==> config.mk <==
export PLATFORM = sky130hd
export DESIGN_NAME = acc_arbiter
export DESIGN_NICKNAME = d
export VERILOG_FILES = /design/src/rtl/acc_arbiter.sv
export SDC_FILE = /design/constraint.sdc
export NUM_CORES = 1
export LEC_CHECK = 0
export CAP_MARGIN = 10
export CORE_MARGIN = 2
export CORE_UTILIZATION = 45
export DETAILED_ROUTE_END_ITERATION = 12
export PLACE_DENSITY_LB_ADDON = 0.3
export SYNTH_ARGS = -nofsm -noshare
export SYNTH_HDL_FRONTEND = slang
export SYNTH_SLANG_ARGS = --single-unit
==> constraint.sdc <==
create_clock -name clk -period 10.2 [get_ports clk]
set_input_delay 2.04 -clock clk [delete_from_list [all_inputs] [get_ports clk]]
set_output_delay 2.04 -clock clk [all_outputs]
set_load 0.005 [all_outputs]
==> src/rtl/acc_arbiter.sv <==
// acc_arbiter: round-robin sharing of one 32-bit adder and N_ACC accumulators
// among N_CORE requesting cores. Accepted requests go through a single
// operand stage, then the add is written into the selected accumulator.
module acc_arbiter #(
    parameter int N_CORE = 4,
    parameter int N_ACC  = 2,
    parameter int IDX_W  = 1
) (
    input  logic                    clk,
    input  logic                    reset,
    input  logic                    clear,
    input  logic [N_CORE-1:0]       req_valid,
    input  logic [N_CORE*IDX_W-1:0] req_idx,
    input  logic [N_CORE*32-1:0]    req_data,
    output logic [N_CORE-1:0]       req_ready,
    output logic [N_ACC*32-1:0]     acc_data,
    output logic                    idle,
    output logic                    idx_err
);

    localparam int PTR_W = (N_CORE > 1) ? $clog2(N_CORE) : 1;

    // Round-robin pointer: the core searched first this cycle.
    logic [PTR_W-1:0] ptr_reg;
    logic [PTR_W-1:0] ptr_next;

    // Arbitration results.
    logic [PTR_W-1:0] cand [N_CORE];
    logic [N_CORE-1:0] cand_valid;
    logic              grant_any;
    logic [PTR_W-1:0]  grant_idx;
    logic              handshake;
    logic [IDX_W-1:0]  grant_req_idx;
    logic [31:0]       grant_req_data;

    // Operand stage between the handshake and the accumulator write.
    logic              s_valid_reg;
    logic [IDX_W-1:0]  s_idx_reg;
    logic [31:0]       s_data_reg;
    logic              s_in_range;

    // Accumulators and the single shared adder.
    logic [31:0]       acc_reg [N_ACC];
    logic [31:0]       acc_sel;
    logic [31:0]       add_sum;
    logic              idx_err_reg;

    // Candidate k is core (ptr + k) mod N_CORE; position 0 has highest priority.
    genvar gi;
    generate
        for (gi = 0; gi < N_CORE; gi++) begin : g_cand
            logic [PTR_W:0] sum;
            assign sum = {1'b0, ptr_reg} + (PTR_W+1)'(gi);
            assign cand[gi] = (sum >= (PTR_W+1)'(N_CORE))
                              ? PTR_W'(sum - (PTR_W+1)'(N_CORE))
                              : sum[PTR_W-1:0];
            assign cand_valid[gi] = req_valid[cand[gi]];
        end
    endgenerate

    // Pick the first valid candidate in search order.
    always_comb begin
        grant_any = 1'b0;
        grant_idx = '0;
        for (int k = N_CORE - 1; k >= 0; k--) begin
            if (cand_valid[k]) begin
                grant_any = 1'b1;
                grant_idx = cand[k];
            end
        end
    end

    // Route the granted core's index and operand into the stage.
    always_comb begin
        grant_req_idx  = '0;
        grant_req_data = '0;
        for (int c = 0; c < N_CORE; c++) begin
            if (PTR_W'(c) == grant_idx) begin
                grant_req_idx  = req_idx[c*IDX_W +: IDX_W];
                grant_req_data = req_data[c*32 +: 32];
            end
        end
    end

    // Clear blocks every grant so nothing enters a pipeline being flushed.
    assign handshake = grant_any && !clear;
    assign req_ready = handshake ? (N_CORE'(1) << grant_idx) : '0;
    assign ptr_next  = (grant_idx == PTR_W'(N_CORE - 1)) ? '0 : grant_idx + 1'b1;

    // Pointer moves just past the core that completed a handshake.
    always_ff @(posedge clk or posedge reset) begin
        if (reset) begin
            ptr_reg <= '0;
        end else if (handshake) begin
            ptr_reg <= ptr_next;
        end
    end

    // Operand stage: capture on handshake; clear drops the in-flight op.
    always_ff @(posedge clk or posedge reset) begin
        if (reset) begin
            s_valid_reg <= 1'b0;
            s_idx_reg   <= '0;
            s_data_reg  <= '0;
        end else begin
            s_valid_reg <= handshake;
            if (handshake) begin
                s_idx_reg  <= grant_req_idx;
                s_data_reg <= grant_req_data;
            end
        end
    end

    assign s_in_range = (int'(s_idx_reg) < N_ACC);

    // Select the registered accumulator feeding the shared adder.
    always_comb begin
        acc_sel = '0;
        for (int k = 0; k < N_ACC; k++) begin
            if (int'(s_idx_reg) == k) begin
                acc_sel = acc_reg[k];
            end
        end
    end

    assign add_sum = acc_sel + s_data_reg;

    // Accumulator write-back; back-to-back ops see the already-updated value.
    always_ff @(posedge clk or posedge reset) begin
        if (reset) begin
            for (int k = 0; k < N_ACC; k++) acc_reg[k] <= '0;
        end else if (clear) begin
            for (int k = 0; k < N_ACC; k++) acc_reg[k] <= '0;
        end else if (s_valid_reg && s_in_range) begin
            for (int k = 0; k < N_ACC; k++) begin
                if (int'(s_idx_reg) == k) acc_reg[k] <= add_sum;
            end
        end
    end

    // Sticky flag for an accepted op that addressed a missing accumulator.
    always_ff @(posedge clk or posedge reset) begin
        if (reset) begin
            idx_err_reg <= 1'b0;
        end else if (s_valid_reg && !s_in_range && !clear) begin
            idx_err_reg <= 1'b1;
        end
    end

    generate
        for (gi = 0; gi < N_ACC; gi++) begin : g_out
            assign acc_data[gi*32 +: 32] = acc_reg[gi];
        end
    endgenerate

    assign idle    = !s_valid_reg;
    assign idx_err = idx_err_reg;

endmodule

==> results.yml <==
timing:
  setup_viol: 0
  period_needed_ns: 6.84
  post-route-period-util: 0.671
  fin_skew_ns: 0.0111
  finalSetupTns_ns: 0
  fmax_mhz: 146
  slew_viol_final: 0
  tightest_slew_ns: 1.05
  hold_viol: 0
  rsz0062_at_grt: "false"
  relSlewSlack: 0.301
setup_path:
  arrival_ns: 4.80
  path_max_fanout: 67
  startpoint_type: "input pin"
  cp.required_ns: 8.16
  worst-setup-path-type: "in -> out"
  cp-end-kind: "primary output"
floorplan:
  dieArea_um2: 17300
  core.rowCount: 46
  core_um2: 15900
  die_h_um: 131
  start_util: 0.460
  die_w_um: 131
  ios: 209
drt:
  wl_met2_um: 9810
  post_drt_wl_per_cell_um: 16.0
  ant_nets: 0
  dr.pass1.iters: 5
  wl_um: 21400
  drcViolationCount: 0
  dr_wl_met3_um: 1490
  viasPerCell: 5.45
  dr.first_iter.drc_count: 484
  vias: 7320
  top_layer: "met4"
  wl_met1_um: 9610
cts:
  clkSinkCount: 100
  post_cts_resized: 0
  cts_tree: "built"
  clkLatencyLatePin_ns: 0.35
  cts_root_buf: "clkbuf_16"
  hold_buffers: 0
  htree_levels: 3
  clk_pin_slew_ns: 0.07
  cts_max_path_buffers: 2
  post_cts_buffers: 0
  numCtsBuffers: 9
synthesis:
  avgSynthCellArea_um2: 7.61
  post-synth-top-count-cell: "a21oi_1"
  synth_nets: 1135
  yosys.area.top_type: "dfrtp_1"
  synth_area_leaders: "dfrtp_1 34%, a21oi_1 12%, nor2_1 8.5%"
  synth.top_cells.by_count: "179 x a21oi_1, 165 x nor2_1, 123 x nand2_1"
  ys_seq_area_frac: 0.343
  syn_area_um2: 7300
  synth_top_area_share: 0.343
  async_reset_ff_frac: 1.00
  syn_inst: 960
  synth_seq_cells: 100
  yosys.cell_types.count: 63
  synth-edff-count: 0
  synth_warnings: 0
  synthFlopType: "dfrtp_1"
placed_design:
  hpwl_um: 16100
  io_buffers: 207
  gp_congestion: 0.889
power_and_ir_drop:
  power_switching_w: 0.00105
  p_sw_frac: 0.443
  pwr-share-comb: 0.587
  p_seq_frac: 0.273
  clkPwrFrac: 0.140
  power.leakage_nw: 4.15
  p_int_w: 0.00131
  total_power_w: 0.00236
  p_per_area_nw_per_um2: 241
  vdd_ir_drop_max_v: 0.0000973
run_status:
  status: "finished clean"
grt:
  grt_pass1_wl_um: 34600
  overflow: 0
  grt_pass1_vias: 6927
  grt_use_total: 0.246
  antenna_found_initial: 0
  grt_start_max_net_pins: 75
layout:
  layout-drive-gt1-share: 0.0604
  largest_reg_flops: 64
  antennaDiodeCount: 0
  synthToLayoutAreaGrowth_pct: 33.8
  final_nets: 1296
job:
  cap_violations: 0
worst_hold_path:
  min_path_type: "reg -> reg"
==> critical path, cell delays in order <==
cell and delay [ns]:
clkdlybuf4s50_1 0.52, nand2_1 0.06, and3_1 0.16, a311oi_1 0.56
ha_2 0.28, buf_4 0.45, and2_1 0.20, clkdlybuf4s50_1 0.49
==> kinds of logic after synthesis <==
logic type,after synthesis,share of synthesized area
AND/OR/NAND/NOR,371,0.216
AO/OA/AOI/OAI,315,0.260
flip-flops,100,0.343
buffers and inverters,85,0.0445
adder cells (fa/ha/maj),36,0.0627
multiplexers,34,0.0519
XOR/XNOR,18,0.0216
other,1,0.000513
==> routing by layer <==
metal | up-vias | GRT usage
met5 | - | 0
met1 | 3300 | 0.332
met2 | 245 | 0.393
met3 | 33 | 0.0471
met4 | 0 | 0.0888
li1 | 3742 | -
==> cell type report <==
| type | count | area (um2) |
|---|---|---|
| inverters | 16 | 62.6 |
| fillers | 1495 | 6110 |
| well taps | 216 | 270 |
| flip-flops and latches | 100 | 2500 |
| clock buffers | 10 | 229 |
| repair buffers | 219 | 2160 |
| multi-input cells | 775 | 4500 |
| clock inverters | 6 | 55.1 |
==> worst paths after layout <==
kind	to	slack, ns	depth (start not counted)	start
min reg2reg	acc_data[38]	0.50	2	acc_data[38]
max reg2reg	acc_data[29]	6.23	11	s_idx_reg
max in group asynchronous	acc_data[38]	7.00	3	reset
min	acc_data[38]	0.50	2	acc_data[38]
min in group asynchronous	acc_data[63]	2.06	2	reset
max	req_ready[3]	3.36	8	req_valid[3]
==> power by group through the flow <==
stage / sequential [W] / clock, W / combinational [W]
final: 0.000643 / 0.000331 / 0.00138
after global routing: 0.000660 / 0.000354 / 0.00154
after CTS: 0.000641 / 0.000337 / 0.00138
after detailed placement: 0.000648 / 0 / 0.00137
after global placement: 0.000645 / 0 / 0.00134
after floorplan: 0.000606 / 0 / 0.000957
==> placed cells by master, fill, tap and decap left out, types with 4 or more instances in the layout <==
cell type	n
o211ai_1	12
and2_1	6
nor2_1	165
clkbuf_16	9
dfrtp_1	100
clkdlybuf4s50_1	206
xor2_1	6
o31ai_1	4
buf_4	12
a2111oi_0	5
a21oi_1	178
o21ai_0	35
a311oi_1	4
a32oi_1	4
nand2_1	123
o21a_1	10
ha_1	32
a21o_1	12
nand3_1	21
xnor2_1	12
nor2b_1	4
a31oi_1	4
a211oi_1	11
inv_1	15
nor4_1	4
a2111o_1	6
nor3_1	14
and3_1	8
or3_1	5
mux2_2	31
nand2b_1	7
==> metrics by stage <==
step,util,instance area [um2],cells,hold slack (ns),worst slack (ns)
after global routing,0.615,9770,1342,0.542,3.10
after CTS,0.615,9770,1342,0.502,3.36
after global placement,0.597,9490,1326,0.491,3.42
after floorplan,-,7300,960,0.489,4.53
after detailed placement,0.597,9490,1326,0.486,3.36
final,0.615,9770,1342,0.503,3.36
Note: power is estimated with default switching activity, not from simulation.
